==> src/rtl/renode_ahb_burst_sequencer.sv <==
// AHB manager address-phase sequencer for the Renode co-simulation manager.
// Takes one burst command and issues it beat by beat on HADDR/HTRANS/HBURST/
// HSIZE/HWRITE. It tracks the pipelined data phases, inserts BUSY while hold is
// high, and aborts the burst on an ERROR response. Data moves elsewhere, keyed
// off beat_done/beat_index. LengthWidth must be at least 5 so 16-beat bursts fit.
module renode_ahb_burst_sequencer #(
    parameter int AddressWidth = 32,
    parameter int DataWidth    = 32,
    parameter int LengthWidth  = 8
) (
    input  logic                    clk,
    input  logic                    rst,
    input  logic                    cmd_valid,
    output logic                    cmd_ready,
    input  logic [AddressWidth-1:0] cmd_addr,
    input  logic [2:0]              cmd_burst,
    input  logic [2:0]              cmd_size,
    input  logic                    cmd_write,
    input  logic [LengthWidth-1:0]  cmd_length,
    input  logic                    hold,
    output logic [AddressWidth-1:0] haddr,
    output logic [1:0]              htrans,
    output logic [2:0]              hburst,
    output logic [2:0]              hsize,
    output logic                    hwrite,
    input  logic                    hready,
    input  logic                    hresp,
    output logic                    beat_done,
    output logic [LengthWidth-1:0]  beat_index,
    output logic                    done,
    output logic                    error
);

    localparam logic [1:0] StIdle = 2'd0;
    localparam logic [1:0] StAddr = 2'd1;
    localparam logic [1:0] StLast = 2'd2;
    localparam logic [1:0] StErr  = 2'd3;

    localparam logic [1:0] TransIdle   = 2'd0;
    localparam logic [1:0] TransBusy   = 2'd1;
    localparam logic [1:0] TransNonseq = 2'd2;
    localparam logic [1:0] TransSeq    = 2'd3;

    localparam logic [2:0] BurstSingle = 3'd0;
    localparam logic [2:0] BurstIncr   = 3'd1;
    localparam logic [2:0] BurstWrap4  = 3'd2;
    localparam logic [2:0] BurstIncr4  = 3'd3;
    localparam logic [2:0] BurstWrap8  = 3'd4;
    localparam logic [2:0] BurstIncr8  = 3'd5;
    localparam logic [2:0] BurstWrap16 = 3'd6;
    localparam logic [2:0] BurstIncr16 = 3'd7;

    logic [1:0]              state;
    logic [AddressWidth-1:0] step;
    logic [AddressWidth-1:0] wrap_mask;    // all ones for incrementing bursts
    logic [LengthWidth-1:0]  beats_total;
    logic [LengthWidth-1:0]  addr_count;   // address phases completed so far
    logic [LengthWidth-1:0]  data_index;   // beat owning the pending data phase
    logic                    data_pending;

    logic [LengthWidth-1:0]  cmd_beats;
    logic [AddressWidth-1:0] cmd_step;
    logic [AddressWidth-1:0] cmd_mask;
    logic [AddressWidth-1:0] span_base;
    logic [31:0]             span;
    logic                    is_wrap;
    logic                    reject;
    logic [AddressWidth-1:0] next_addr;
    logic                    last_addr;
    logic [1:0]              next_type;
    logic [1:0]              resume_type;

    assign cmd_ready = (state == StIdle);

    // Decode the offered command: beat count, step, wrap mask, legality.
    always_comb begin
        // NOTE: every signal gets a default first so no path can infer a latch.
        cmd_beats = LengthWidth'(1);
        case (cmd_burst)
            BurstIncr:              cmd_beats = (cmd_length == '0) ? LengthWidth'(1) : cmd_length;
            BurstWrap4, BurstIncr4:   cmd_beats = LengthWidth'(4);
            BurstWrap8, BurstIncr8:   cmd_beats = LengthWidth'(8);
            BurstWrap16, BurstIncr16: cmd_beats = LengthWidth'(16);
            default:                cmd_beats = LengthWidth'(1);
        endcase
        is_wrap   = (cmd_burst == BurstWrap4) || (cmd_burst == BurstWrap8) ||
                    (cmd_burst == BurstWrap16);
        cmd_step  = AddressWidth'(1) << cmd_size;
        span      = 32'(cmd_beats) << cmd_size;
        cmd_mask  = is_wrap ? (AddressWidth'(span) - AddressWidth'(1)) : '1;
        span_base = is_wrap ? (cmd_addr & ~cmd_mask) : cmd_addr;
        reject    = ((cmd_addr & (cmd_step - AddressWidth'(1))) != '0) ||
                    ((32'd8 << cmd_size) > 32'(DataWidth)) ||
                    ((cmd_burst != BurstIncr) &&
                     ((32'(span_base[9:0]) + span) > 32'd1024));
    end

    // Next beat address and transfer type for the burst in flight.
    always_comb begin
        next_addr   = (haddr & ~wrap_mask) | ((haddr + step) & wrap_mask);
        last_addr   = (addr_count == (beats_total - LengthWidth'(1)));
        next_type   = ((hburst == BurstIncr) && (next_addr[9:0] == '0)) ? TransNonseq : TransSeq;
        resume_type = ((hburst == BurstIncr) && (haddr[9:0] == '0)) ? TransNonseq : TransSeq;
    end

    // Burst state machine, registered bus outputs and completion pulses.
    always_ff @(posedge clk or posedge rst) begin
        if (rst) begin
            state        <= StIdle;
            haddr        <= '0;
            htrans       <= TransIdle;
            hburst       <= BurstSingle;
            hsize        <= 3'd0;
            hwrite       <= 1'b0;
            step         <= '0;
            wrap_mask    <= '0;
            beats_total  <= '0;
            addr_count   <= '0;
            data_index   <= '0;
            data_pending <= 1'b0;
            beat_done    <= 1'b0;
            beat_index   <= '0;
            done         <= 1'b0;
            error        <= 1'b0;
        end else begin
            // NOTE: non-blocking assignments throughout; the pulses default low
            // here and later assignments in the same edge override them.
            beat_done <= 1'b0;
            done      <= 1'b0;
            error     <= 1'b0;
            case (state)
                StIdle: begin
                    if (cmd_valid) begin
                        if (reject) begin
                            done  <= 1'b1;
                            error <= 1'b1;
                        end else begin
                            haddr        <= cmd_addr;
                            htrans       <= TransNonseq;
                            hburst       <= cmd_burst;
                            hsize        <= cmd_size;
                            hwrite       <= cmd_write;
                            step         <= cmd_step;
                            wrap_mask    <= cmd_mask;
                            beats_total  <= cmd_beats;
                            addr_count   <= '0;
                            data_pending <= 1'b0;
                            state        <= StAddr;
                        end
                    end
                end
                StAddr, StLast: begin
                    if (data_pending && hresp) begin
                        // First ERROR cycle cancels the pending address at once.
                        htrans <= TransIdle;
                        if (hready) begin
                            done         <= 1'b1;
                            error        <= 1'b1;
                            data_pending <= 1'b0;
                            state        <= StIdle;
                        end else begin
                            state <= StErr;
                        end
                    end else if (hready) begin
                        if (data_pending) begin
                            beat_done  <= 1'b1;
                            beat_index <= data_index;
                        end
                        data_pending <= 1'b0;
                        if (state == StLast) begin
                            done  <= 1'b1;
                            state <= StIdle;
                        end else if (htrans[1]) begin
                            data_pending <= 1'b1;
                            data_index   <= addr_count;
                            addr_count   <= addr_count + LengthWidth'(1);
                            if (last_addr) begin
                                htrans <= TransIdle;
                                state  <= StLast;
                            end else begin
                                haddr  <= next_addr;
                                htrans <= hold ? TransBusy : next_type;
                            end
                        end else if (htrans == TransBusy && !hold) begin
                            htrans <= resume_type;
                        end
                    end
                end
                StErr: begin
                    if (hready) begin
                        done         <= 1'b1;
                        error        <= 1'b1;
                        data_pending <= 1'b0;
                        state        <= StIdle;
                    end
                end
                default: state <= StIdle;
            endcase
        end
    end

endmodule

==> config.mk <==
export PLATFORM = sky130hd
export DESIGN_NAME = renode_ahb_burst_sequencer
export DESIGN_NICKNAME = d
export VERILOG_FILES = /design/src/rtl/renode_ahb_burst_sequencer.sv
export SDC_FILE = /design/constraint.sdc
export NUM_CORES = 1
export LEC_CHECK = 0
export CAP_MARGIN = 20
export CORE_UTILIZATION = 40
export CTS_BUF_LIST = sky130_fd_sc_hd__clkbuf_8
export DETAILED_ROUTE_END_ITERATION = 7
export DONT_BUFFER_PORTS = 1
export GPL_TIMING_DRIVEN = 0
export PLACE_DENSITY = 0.51
export SLEW_MARGIN = 20
export SYNTH_ARGS = -nofsm -noshare
export SYNTH_HDL_FRONTEND = slang
export SYNTH_SLANG_ARGS = --single-unit
==> constraint.sdc <==
create_clock -name clk -period 5.3 [get_ports clk]
set_input_delay 1.325 -clock clk [delete_from_list [all_inputs] [get_ports clk]]
set_output_delay 1.325 -clock clk [all_outputs]
set_load 0.01 [all_outputs]
# Word-level counts from Yosys, hierarchy flattened
# Cells that the tools add are included.
# op_classes
n_eq_ne	27
n_mux	62
reduce_logical	29
n_bitwise	10
shifts	3
addsub	6
n_lt_le_gt_ge	2
# ops
operator	n
$mux W32	8
$and A32 B32 Y32	3
$pmux W32 S2	1
$sub A32 B1 Y32 const B	2
$mux W8	7
$mux W2	18
$add A10 B32 Y32	1
$add A32 B32 Y32	1
$gt A32 B11 Y1 const B	1
$gt A32 B6 Y1 const B	1
$not A32 Y32	1
$or A32 B32 Y32	1
$pmux W8 S4	1
$reduce_bool A32 Y1	1
$shl A1 B3 Y32 const A	1
$shl A4 B3 Y32 const A	1
$shl A8 B3 Y32	1
$logic_not A10 Y1	2
$mux W1	20
$ne A2 B2 Y1 const B	8
$pmux W8 S2	1
$eq A3 B3 Y1 const B	4
$ne A4 B4 Y1 const B	3
$reduce_and A6 Y1	2
28 further kinds	49
# totals
ff_bits	143
out_inout_bits	53

# Logic depth before layout (Yosys ltp)
# Gate-level depths: netlist of the first run.
# depth
ltp_word	16
depth_mapped	24
ltp_nobuf	22

# Least setup slack after synthesis of the first run
# Ideal clock, no wire load.
# synth_path
path_type	input to register
from	in cmd_length[1]
to	reg hburst[0]
slack_ps	-699
cell_stages	19
setup_ps	125
n_path_buf	1
required_time_ps	5175
t_arrival_ps	5875
cell_sequence	or4_1 -> o41a_1 -> nor2_1 -> a21oi_1 -> nand2b_1 -> ha_1 -> or3b_2 -> xnor2_1 -> a21boi_0 -> ha_1 -> a21oi_1 -> nand2_1 -> o21a_1 -> o211a_1 -> o41ai_2 -> a31oi_1 -> nor3_4 -> buf_4 -> mux2_2
# synth_between
elab_chain_len	15
# synth_rtl
item	line	source
start: declaration	19	input logic [LengthWidth-1:0] cmd_length,
$logic_not A8 Y1	80	BurstIncr: cmd_beats = (cmd_length == '0) ? LengthWidth'(1) : cmd_length;
$mux W8 *	80	
$pmux W8 S4 *	79	case (cmd_burst)
$shl A8 B3 Y32 *	89	span = 32'(cmd_beats) << cmd_size;
$sub A32 B1 Y32	90	cmd_mask = is_wrap ? (AddressWidth'(span) - AddressWidth'(1)) : '1;
$mux W32	90	
$not A10 Y10	91	span_base = is_wrap ? (cmd_addr & ~cmd_mask) : cmd_addr;
$and A10 B10 Y10	91	
$mux W10	91	
$add A10 B32 Y32 *	95	((32'(span_base[9:0]) + span) > 32'd1024));
$gt A32 B11 Y1 *	95	
$logic_and A1 B1 Y1 *	94	((cmd_burst != BurstIncr) &&
$logic_or A1 B1 Y1 *	93	((32'd8 << cmd_size) > 32'(DataWidth)) ||
$not A1 Y1 (no source line) *	-	
$reduce_and A3 Y1 (no source line) *	-	
end signal: assignment	112	hburst <= BurstSingle;
end signal: assignment	140	hburst <= cmd_burst;
end: declaration	23	output logic [2:0] hburst,
# Mark *: on every way between the ends. The rest lies on a longest branch, timed or not.
# A chain may end at the register's enable or synchronous reset.

# Worst setup path after layout of the first run
# layout_path
from	in cmd_length[7]
to	reg wrap_mask[10]
# layout_between
elab_chain_len	15
# layout_rtl
item	line	source
$logic_not A8 Y1	80	
$mux W8 *	80	
$pmux W8 S4 *	79	
$shl A8 B3 Y32 *	89	
$sub A32 B1 Y32	90	
$mux W32	90	
$not A10 Y10	91	
$and A10 B10 Y10	91	
$mux W10	91	
$add A10 B32 Y32	95	
$gt A32 B11 Y1	95	
$logic_and A1 B1 Y1	94	
$logic_or A1 B1 Y1	93	
$not A1 Y1 (no source line)	-	
$reduce_and A3 Y1 (no source line)	-	
end signal: assignment	144	wrap_mask <= cmd_mask;
end: declaration	55	logic [AddressWidth-1:0] wrap_mask;
# Marks and branches as above.

==> results.md, run 1 <==
- The flow ran to the end, but the final reports show violations.
- The final reports fail on setup timing.
- The first global-routing pass estimated 41800 microns of wire.
- Buffers inserted to repair hold after CTS numbered 0.
- The portion of the clock cycle consumed by the worst path in the final layout is 107%.
- The worst hold path passes through 2 cells.
- The startpoint identified for the worst register-to-register timing path is haddr[2].
- The most common library cell in the layout ignoring fill and taps is sky130_fd_sc_hd__dfrtp_1.
- For the final database, setup skew stands at 0.0172 ns.
- The power per cell area is 454 mW/mm^2.
- The floorplan has 51 rows.
- The initial core utilization is 40.8%.
- The width of the die is 143 microns.
- Routability-driven placement finished with a final weighted congestion of 0.880.
- The average instance in the mapped netlist occupies 8.75 sq um.
- The clock input transition at the sequential cells of the worst setup and hold paths is 0.07 ns.
- The floorplan step defined a die boundary enclosing 0.0203 sq mm.
- Dividing the detail-routed wire length by the instance count gives 21.8 microns.
- The number of DRC markers after the initial detailed-route iteration is 481.
- The clock sink count is 116.
- Counting every net in the synthesized netlist gives 989.
- The synthesized design contains 0 enable-type register cells.
- The CTS tree is done.
- In this run the most critical hold path is launched from data_index[6].
- The number of routed nets with antenna violations is 0.
- STA classifies the critical path startpoint as an input pin.
- At the worst endpoint, the arrival time is 6.02 ns.
- The actual slew at the worst max-slew pin is 1.06 ns.
- After synthesis the netlist holds a flip-flop and latch count of 116.
- The root cell of the clock tree is sky130_fd_sc_hd__clkbuf_8.
- In the synthesized netlist the async set-or-reset flop fraction comes to 100%.
- The synthesized netlist contains 80 unique library cells.
- The library cells used most frequently in the layout, excluding fill and tap cells, are 116 x sky130_fd_sc_hd__dfrtp_1, 80 x sky130_fd_sc_hd__nand2_1, 58 x sky130_fd_sc_hd__nor2_1, 51 x sky130_fd_sc_hd__a21oi_1, 36 x sky130_fd_sc_hd__inv_1.
- The number of warnings issued by yosys is 0.
- The setup path with the least slack is of type input pin to flip-flop.
- The first-pass iteration count of the detailed router is 5.
- The power consumption is 4.59 mW.
- The area of the core is 0.0194 sq mm.
- The via density per instance is 6.08.
- Sequential elements use 36.7% of the synthesized area.
- For this run, the total global-route usage over all layers was measured as 27.2%.
- The total vias in the final route is 7602.
- For the finished layout, the period the worst path requires is 5.69 ns.
- The placed wire-length estimate after detailed placement is 19500 microns.
- The number of cell instances on the worst register-to-register path is 10.
- The utilization after layout is 52.1%.
- The number of clock buffers added by TritonCTS is 17.
- For the worst setup path, the data required time is 5.63 ns.
- The maximum number of pins on one net before global-route repair is 76.
- Summed over all layers, the routed wires come to 27300 microns.
- The most used flip-flop cell after synthesis is sky130_fd_sc_hd__dfrtp_1.
- The synthesized cell area is 0.00791 sq mm.
- In this run the count of I/O pins placed on the die edge is 106.
- For hold timing, the worst endpoint is beat_index[6].
- In the post-route analysis, the smallest setup slack over all paths is -0.393 ns.
- The maximum buffer depth of the clock tree is 2.
- VDD sags by at most 0.217 mV.
- Setup repair after global routing could not meet its margin everywhere.
- STA classifies the critical path endpoint as a flip-flop.
- The worst slew margin relative to its limit is 28.8%.
- The source-to-sink clock delay at the later pin of the worst-skew pair is 0.44 ns.
- The largest fanout of any net on the critical path is 7.
- The total overflow left after global routing is 0.
- Timing would allow up to 176 MHz.
- The final net count is 1056.
- The count of final max-slew check failures is 0.
- Setup violations remaining at the end of the flow were counted as 99.
- After technology mapping, the gate count stands at 904.
- The worst hold path belongs to the class flip-flop to flip-flop.
- The floorplan step set the die height to 143 microns.
- For flop-to-flop paths, the worst setup slack is 1.49 ns.
- The initial antenna violation count came to 0.
- The count of endpoints failing hold in the final timing report is 0.
- The clock tree synthesis step divided the H-tree into 4 levels.
- The reported max-cap violation count is 0.
- The via count of the first global-routing pass was 7497.
- The detailed-route DRC error count is 0.
- The number of buffers inserted by port buffering is 0.
- The leakage component of the power is 4.25 nW.
- Relative to the synthesized area, the layout overhead comes to 27.8%.
- The proportion of layout cells with a drive suffix above 1 is 25.7%.
-- through the flow --
step	hold WS (ns)	instances	worst slack [ns]	area, sq um	setup TNS, ns
CTS	0.473	1241	-0.283	9770	-20.01
global route	0.503	1249	-0.537	10100	-42.07
finish	0.470	1251	-0.393	10100	-29.49
detailed placement	0.456	1171	-1.36	8530	-118.98
floorplan	0.435	904	-0.429	8160	-30.19
global placement	0.447	1169	-1.37	8490	-164.06
-- cells in the mapped netlist (17+ instances only) --
cell type / instances / area [sq um]
sky130_fd_sc_hd__dfrtp_1: 116 / 2900
sky130_fd_sc_hd__nand2_1: 88 / 330
sky130_fd_sc_hd__a21oi_1: 63 / 315
sky130_fd_sc_hd__nor2_1: 63 / 236
sky130_fd_sc_hd__o21ai_0: 50 / 250
sky130_fd_sc_hd__inv_1: 39 / 146
sky130_fd_sc_hd__o21a_1: 36 / 270
sky130_fd_sc_hd__ha_1: 30 / 375
sky130_fd_sc_hd__nor3_1: 29 / 145
sky130_fd_sc_hd__mux2_2: 27 / 304
sky130_fd_sc_hd__nand3_1: 26 / 130
sky130_fd_sc_hd__clkbuf_1: 22 / 82.6
sky130_fd_sc_hd__a31oi_1: 17 / 106
sky130_fd_sc_hd__nor2b_1: 17 / 106
-- layer usage --
| metal | part of all wire (%) | global-route usage [%] |
|---|---|---|
| met1 | 44 | 35.8 |
| met2 | 47 | 43.7 |
| met3 | 7.0 | 6.04 |
| met4 | 2.6 | 9.62 |
| met5 | 0 | 0 |
-- critical path, stage by stage --
cell and delay (ns):
sky130_fd_sc_hd__or4_4 0.53, sky130_fd_sc_hd__o41a_1 0.49, sky130_fd_sc_hd__nor2_4 0.21, sky130_fd_sc_hd__buf_6 0.12
sky130_fd_sc_hd__nand2_2 0.08, sky130_fd_sc_hd__ha_4 0.20, sky130_fd_sc_hd__or3b_4 0.26, sky130_fd_sc_hd__nor3_4 0.06
sky130_fd_sc_hd__xnor2_2 0.13, sky130_fd_sc_hd__o21a_1 0.23, sky130_fd_sc_hd__ha_4 0.31, sky130_fd_sc_hd__o21a_1 0.15
sky130_fd_sc_hd__o211ai_1 0.15, sky130_fd_sc_hd__o2bb2ai_4 0.22, sky130_fd_sc_hd__o311a_1 0.35, sky130_fd_sc_hd__nor3_4 0.24
sky130_fd_sc_hd__a31oi_4 0.13, sky130_fd_sc_hd__nor3_4 0.16, sky130_fd_sc_hd__buf_6 0.16, sky130_fd_sc_hd__buf_12 0.14
sky130_fd_sc_hd__nand2_8 0.07, sky130_fd_sc_hd__clkbuf_16 0.17, sky130_fd_sc_hd__o21a_1 0.09
-- area by class of cell --
| type | instances | area, sq um |
|---|---|---|
| Fill cell | 1852 | 9290 |
| Multi-Input combinational cell | 701 | 5410 |
| Sequential cell | 116 | 2900 |
| Timing Repair Buffer | 51 | 526 |
| Buffer | 42 | 339 |
| Tap cell | 265 | 332 |
| Clock buffer | 19 | 262 |
| Clock inverter | 13 | 170 |
| Inverter | 42 | 163 |
| Antenna cell | 2 | 5.00 |
-- power by group --
group / internal (mW) / switching, mW / total [mW]
sequential: 1.15 / 0.375 / 1.53
clock: 0.497 / 0.410 / 0.908
combinational: 0.929 / 1.23 / 2.16
-- cell families after synthesis --
group | count (synthesis) | share of synthesized area [%]
xor gates and xnor gates | 25 | 2.77
DFF | 116 | 36.7
AOI/OAI and AO/OA | 284 | 24.6
and+or+nand+nor | 323 | 20.9
adders and majority gates | 32 | 5.25
muxes | 37 | 5.27
buffers and inverters | 87 | 4.60
-- what timing repair did --
item                       CTS  global route
hold endpoints to repair     0             0
setup endpoints to repair   99            99
resized for setup          113            63
pin swaps                   34            40
gates cloned                 6             2
setup buffers               33            11
-- worst max path at each step --
stage	start	endpoint	cells past startpoint
2_1_floorplan	cmd_length[1]	hburst[0]	20
3_3_place_gp	cmd_length[1]	flip-flop	22
3_5_place_dp	cmd_length[1]	flip-flop	22
4_1_cts	cmd_length[1]	wrap_mask[7]	23
5_1_grt	cmd_burst[0]	flip-flop	26
6_report	cmd_length[7]	wrap_mask[10]	23
No activity file was read; power rests on OpenSTA's default activity.
==> run 2, diff against run 1 <==
REMOVE_ABC_BUFFERS = 1   (was unset)
SKIP_LAST_GASP = 1   (was unset)
==> results.md, run 2 (synthesis gave the netlist of run 1 again) <==
- The run finished, with violations left.
- The checks that failed: setup timing.
- The logic depth of the worst path, buffers included is 23.
- The number of rows in the core area is 51.
- After clock tree synthesis, the flow added hold-fix buffers numbering 0.
- Derived from the worst setup path, the maximum achievable clock frequency is 176 MHz.
- The area of the core is 0.0194 sq mm.
- During placement, the flow inserted port buffers numbering 0.
- Among all stages on the critical path, the largest delay is contributed by sky130_fd_sc_hd__or4_4.
- In this run, CTS created clock tree buffers numbering 17.
- The repair_antennas step left the layout with diodes totalling 0.
- Data arrives at the worst endpoint at 6.01 ns.
- The count of final max-slew check failures is 0.
- The number of routed nets with antenna violations is 0.
- Counting instances, the worst hold path has a depth of 2.
- The largest fanout of any net on the critical path is 8.
- The tightest min-delay check is of the flip-flop to flip-flop type.
- The placer congestion estimate is 0.887.
- The final layout contains routed wiring with a total length of 25300 microns.
- The portion of the clock cycle consumed by the worst path in the final layout is 107%.
- For the worst flop-to-flop path, the logic depth is 12.
- Before CTS, the worst setup slack after placement is -2.75 ns.
- In the layout the commonest cells are 116 x sky130_fd_sc_hd__dfrtp_1, 82 x sky130_fd_sc_hd__nand2_1, 59 x sky130_fd_sc_hd__nor2_1, 53 x sky130_fd_sc_hd__a21oi_1, 53 x sky130_fd_sc_hd__buf_4.
- The initial core utilization is 40.8%.
- The longest clock path from root to sink contains 2 buffers.
- Counting both buffers and inverters, the worst setup path holds a total of 4.
- The number of DRC markers after the initial detailed-route iteration is 475.
- The initial antenna violation count is 0.
- Before antenna repair, the detailed router went through 5 iterations.
- The critical path in this run is classified as input pin to flip-flop.
- The count of endpoints failing hold in the final timing report was 0.
- Across the run, the number of max-cap violations was 0.
- The fill cell total of the finished layout is 1807.
- In the global route stage, met2 resource usage came out at 39.9%.
- The data required time of the critical path is 5.63 ns.
- The worst slew margin relative to its limit is 40.7%.
- The via count of the first global-routing pass was 7276.
- CTS placed an instance of sky130_fd_sc_hd__clkbuf_8 at the clock tree root.
- The setup total negative slack is -26.27 ns.
- The via density per instance is 5.98.
- For met3 alone, demand over resource in global routing was 6.27%.
- After detailed routing, the number of remaining DRC violations is 0.
- After clock tree synthesis, the clock-pin slew on the worst setup and hold paths is 0.07 ns.
- The die covers 0.0203 sq mm.
- The worst setup path is captured at a flip-flop.
- After routing the design area is 0.00998 sq mm.
- The wire length of the first global-routing pass is 40000 microns.
- Summed over all cells, the static leakage comes to 4.23 nW.
- The actual slew at the worst max-slew pin is 0.890 ns.
- The busiest metal layer after global routing is met2.
- In the final design database the tool counted 1047 nets.
- The aggregate global routing overflow is 0.
- The minimum period implied by the final worst setup slack is 5.68 ns.
- The critical path launch point type is an input pin.
- The fraction of met1 tracks used by global routing is 34.3%.
- The worst IR drop on VDD is 0.225 mV.
- Setup repair after global routing could not meet its margin everywhere.
- The H-tree generated during clock tree synthesis spans 4 levels.
- The largest clock skew in the final design is 0.0131 ns.
- The overall die height is 143 microns.
- Entering global routing, the biggest net connects 80 pins.
- The power per cell area is 441 mW/mm^2.
- The placed wire-length estimate after detailed placement is 17000 microns.
- The proportion of layout cells with a drive suffix above 1 is 24.8%.
- In the final routed layout, each cell accounts on average for 20.4 microns.
- The critical path goes through or4_4, o41a_1, nor2_4, a21oi_2, nand2b_4, ha_4, or3b_4, nor3_4, nand2_2, xnor2_2, a21boi_1, ha_1, buf_4, o211ai_1, o2bb2ai_4, o31a_1, o31ai_2, a31oi_2, nor3_4, buf_6, buf_12, buf_12, mux2_2.
- After layout, the worst setup slack is -0.379 ns.
- Grouping stages by cell kind, the critical path spends the most delay in compound AO/OA/AOI/OAI gates.
- Once placement finished, the instance area stood at 0.00821 sq mm.
- The floorplan step set the die width to 143 microns.
- The combined global-route utilization of all metal layers is 25.7%.
- The most common library cell in the layout ignoring fill and taps is sky130_fd_sc_hd__dfrtp_1.
- The CTS tree is done.
- From synthesis to final layout, the design area changed by 26.2%.
- Setup violations remaining at the end of the flow were counted as 97.
- The delay of the slowest cell on the worst path is 0.53 ns.
- The routed layout has 7411 vias.
- Pin placement for this block handled 106 I/O pins.
- The source-to-sink clock delay at the later pin of the worst-skew pair is 0.46 ns.
- The clock drives 116 sinks.
==> run 2: cell count changes in the layout (fill, tap and decap cells not counted), moves of 4 or more <==
cell                       change
sky130_fd_sc_hd__o21ai_0      +14
sky130_fd_sc_hd__nor3_1        +4
sky130_fd_sc_hd__o21ai_1      -11
sky130_fd_sc_hd__buf_2         -5
sky130_fd_sc_hd__inv_6         -4
sky130_fd_sc_hd__buf_6         -8
sky130_fd_sc_hd__clkbuf_1     -18
sky130_fd_sc_hd__mux2_4        -6
sky130_fd_sc_hd__buf_12        +6
sky130_fd_sc_hd__mux2_2        +6
sky130_fd_sc_hd__nor3_2        -5
sky130_fd_sc_hd__buf_4        +19
==> run 2: final timing paths <==
check / end / start / slack [ns]
worst max-delay path: hburst[2] / cmd_length[1] / -0.38
worst min-delay path: beat_index[6] / data_index[6] / 0.46
worst max register to register: flip-flop / state[1] / 1.57
worst min register to register: beat_index[6] / data_index[6] / 0.46
max in group asynchronous: step[1] / rst / 3.86
min in group asynchronous: asynchronous set/reset pin / rst / 0.72
==> run 2: timing repair <==
item,CTS,global route
endpoints found under the hold margin,0,0
pin swaps,38,18
gates cloned,5,1
gates resized for setup,111,41
buffers inserted,61,9
setup endpoints to repair,99,99
==> run 2: layout make-up <==
| type | count | area [sq um] | share of cell area, % |
|---|---|---|---|
| clock buffers | 18 | 248 | 2.48 |
| clock inverters | 14 | 186 | 1.87 |
| inverters | 42 | 165 | 1.65 |
| multi-input cells | 703 | 5280 | 52.9 |
| flip-flops and latches | 116 | 2900 | 29.1 |
| well taps | 265 | 332 | 3.32 |
| repair buffers | 82 | 863 | 8.65 |
==> run 2: tightest hold or removal path, cell delays in order (launching register included) <==
cell and delay [ns]:
sky130_fd_sc_hd__dfrtp_1 0.34, sky130_fd_sc_hd__nand2_1 0.05, sky130_fd_sc_hd__nand2_1 0.05
==> run 2: metrics by stage <==
stage                     instances  power, mW  utilization [%]  hold slack (ns)
after floorplan                 859       2.65                -            0.435
after global placement         1124       3.05             41.4            0.448
after detailed placement       1132       3.14             42.3            0.453
after CTS                      1229       4.31             50.1            0.460
after global routing           1240       4.69             51.5            0.481
final                          1240       4.40             51.5            0.464
==> run 2: power breakdown <==
group	internal, mW	total [mW]	switching, mW
combinational	0.894	1.95	1.06
clock	0.522	0.910	0.389
sequential	1.15	1.54	0.389
==> run 2: routing by layer <==
metal / share of wire (%) / vias to the layer above / routed length (microns)
met1: 45 / 3717 / 11300
met2: 47 / 199 / 11800
li1: - / 3459 / -
met4: 2.2 / 0 / 564
met3: 6.4 / 36 / 1620
met5: 0 / - / 0
==> run 3, diff against run 2 <==
CORE_UTILIZATION = 62   (was 40)
PLACE_DENSITY = 0.75   (was 0.51)
==> results.md, run 3 (synthesis gave the netlist of run 1 again) <==
- Across the whole layout, storage elements account for 0.00290 sq mm.
- The analysis attributes to cell leakage a power of 4.13 nW.
- The most common library cell in the layout ignoring fill and taps is sky130_fd_sc_hd__dfrtp_1.
- For the finished layout, the period the worst path requires is 5.83 ns.
- The final reports fail on capacitance limit, slew limit, setup timing.
- The share of total power dissipated in combinational logic is 45.3%.
- Entering global routing, the biggest net connects 73 pins.
- The worst-case hold slack is 0.466 ns.
- The combined global-route utilization of all metal layers is 37.1%.
- The worst slew margin relative to its limit is -10.2%.
- The average wire length per cell after detail routing is 22.6 microns.
- The finished layout cell area is 0.00969 sq mm.
- The die outline area is 0.0132 sq mm.
- The relative area change from synthesis to final layout is 22.6%.
- For this run, the post-layout net count is 1024.
- Registers are responsible for 35.4% of the overall power.
- Net switching is 42.2% of the power.
- Power spread over the standard cell area amounts to 449 mW/mm^2.
- The cell internal power dissipation is 2.52 mW.
- The first detailed-routing pass ran for 5 iterations.
- The largest clock skew in the final design is 0.0144 ns.
- The aggregate global routing overflow is 0.
- The wire length of the first global-routing pass is 37500 microns.
- The tightest min-delay check is of the flip-flop to flip-flop type.
- Derived from the worst setup path, the maximum achievable clock frequency is 171 MHz.
- The portion of the clock cycle consumed by the worst path in the final layout is 110%.
- In the layout the commonest cells are 116 x sky130_fd_sc_hd__dfrtp_1, 80 x sky130_fd_sc_hd__nand2_1, 59 x sky130_fd_sc_hd__nor2_1, 54 x sky130_fd_sc_hd__a21oi_1, 39 x sky130_fd_sc_hd__inv_1.
- At the worst endpoint, the required time is 5.54 ns.
- The via density per instance is 7.00.
- The setup total negative slack is -36.75 ns.
- After filler insertion, the fill cell instance count of the layout stands at 785.
- The count of endpoints failing hold in the final timing report is 0.
- The count of nets left with antenna violations once routing finished came out at 0.
- The clock network burns 19.2% of the power.
- The detailed router finished its first iteration with 768 violations.
- The clock tree synthesis step divided the H-tree into 4 levels.
- The clock net in this run drives a total of 116 sinks.
- The reported max-cap violation count is 1.
- The initial core utilization is 64.8%.
- At the worst endpoint, the arrival time is 6.08 ns.
- The root cell of the clock tree is sky130_fd_sc_hd__clkbuf_8.
- The total wire length after detailed routing is 25200 microns.
- The CTS tree is done.
- The number of antenna diodes in the final layout is 0.
- Clock latency on the worst-skew pair, taken at its later pin, is 0.45 ns.
- The number of buffers inserted during clock tree synthesis is 17.
- Setup repair after global routing could not meet its margin everywhere.
- The clock input transition at the sequential cells of the worst setup and hold paths is 0.07 ns.
- The start-to-end type of the worst setup path is input pin to flip-flop.
- In the routed design, unresolved DRC markers number 0.
- The initial antenna violation count is 0.
- Routability-driven placement finished with a final weighted congestion of 0.965.
- Once layout is complete, the utilization of the core stands at 79.4%.
- The post-placement cell area is 0.00809 sq mm.
- The clock passes through at most 2 buffers.
- The number of buffers inserted by hold repair at cts is 0.
- STA classifies the critical path endpoint as a flip-flop.
- The number of ports placed on the die boundary is 106.
- The width of the die is 115 microns.
- The area occupied by multi-input gates is 0.00526 sq mm.
- The total vias in the final route is 7830.
- The critical path launch point type is an input pin.
- The post-route worst setup slack is -0.534 ns.
- Port buffering added 0 buffers.
- The post-route netlist has 21.8% of its cells at a drive strength greater than 1.
- The die is 115 microns tall.
- VDD sags by at most 0.349 mV.
- The number of rows in the core area is 40.
- The core region is 0.0122 sq mm.
- Of all nets on the critical path, the largest fanout is 6.
- The flow ran to the end, but the final reports show violations.
- The number of setup violations in the final report is 97.
- The count of final max-slew check failures is 15.
- The placed wire-length estimate after detailed placement is 15800 microns.
- The actual slew at the worst max-slew pin is 1.65 ns.
- The via count of the first global-routing pass was 7303.
- For this design the total switching power over the nets is 1.84 mW.
==> run 3: what timing repair did <==
item                       in CTS  in global routing
gates resized for setup       102                 43
gates cloned                    4                  7
setup endpoints to repair      99                 99
buffers inserted               26                 18
pin swaps                      33                 23
==> run 3: final timing paths <==
kind                               start                    endpoint  slack (ns)  depth (start not counted)
min reg2reg                data_index[6]               beat_index[6]        0.47                          2
min in group asynchronous            rst  asynchronous set/reset pin        0.81                          1
max in group asynchronous            rst                     step[0]        3.81                          2
min                        data_index[6]               beat_index[6]        0.47                          2
max reg2reg                     state[1]                    haddr[0]        1.51                         13
max                        cmd_length[1]                wrap_mask[6]       -0.53                         25
==> run 3: critical path, stage by stage <==
cell and delay (ns):
sky130_fd_sc_hd__or4_4 0.54, sky130_fd_sc_hd__o41a_1 0.41, sky130_fd_sc_hd__nor2_4 0.18, sky130_fd_sc_hd__buf_4 0.16
sky130_fd_sc_hd__o21a_1 0.15, sky130_fd_sc_hd__o21ai_2 0.12, sky130_fd_sc_hd__nand4b_1 0.16, sky130_fd_sc_hd__nor3_1 0.08
sky130_fd_sc_hd__xor2_1 0.18, sky130_fd_sc_hd__a21boi_0 0.12, sky130_fd_sc_hd__ha_1 0.48, sky130_fd_sc_hd__a21oi_2 0.26
sky130_fd_sc_hd__nand2_1 0.14, sky130_fd_sc_hd__o2bb2ai_4 0.25, sky130_fd_sc_hd__xnor2_2 0.20, sky130_fd_sc_hd__o41ai_4 0.12
sky130_fd_sc_hd__buf_4 0.17, sky130_fd_sc_hd__a31oi_4 0.22, sky130_fd_sc_hd__nor3_4 0.08, sky130_fd_sc_hd__buf_6 0.14
sky130_fd_sc_hd__buf_16 0.13, sky130_fd_sc_hd__buf_16 0.14, sky130_fd_sc_hd__buf_8 0.14, sky130_fd_sc_hd__nor2_1 0.10
sky130_fd_sc_hd__a31oi_1 0.07
==> run 3: area by class of cell <==
cell class | count | share of cell area (%)
multi-input cells | 704 | 54.2
flip-flops and latches | 116 | 29.9
repair buffers | 58 | 7.85
clock buffers | 19 | 2.70
well taps | 168 | 2.17
inverters | 42 | 1.68
clock inverters | 11 | 1.42
==> run 3: power by group through the flow <==
stage | clock network (mW) | registers, mW | logic (mW)
final | 0.838 | 1.54 | 1.97
after global routing | 0.881 | 1.58 | 2.12
after CTS | 0.839 | 1.52 | 1.79
after detailed placement | 0 | 1.53 | 1.59
after global placement | 0 | 1.52 | 1.46
after floorplan | 0 | 1.43 | 1.22
==> run 3: layer usage <==
layer	share of wire [%]	vias up	wire length (microns)	global-route usage, %
met3	11	86	2730	10.4
met4	3.0	0	767	14.5
met2	47	517	11900	59.1
li1	-	3424	-	-
met1	39	3803	9830	47.9
met5	0	-	0	0
==> run 3: stage by stage <==
stage / setup slack [ns] / cells / power [mW]
finish: -0.534 / 1118 / 4.36
global placement: -4.31 / 1027 / 2.99
CTS: -0.350 / 1093 / 4.15
global route: -0.693 / 1118 / 4.58
detailed placement: -2.69 / 1033 / 3.12
floorplan: -2.20 / 859 / 2.65
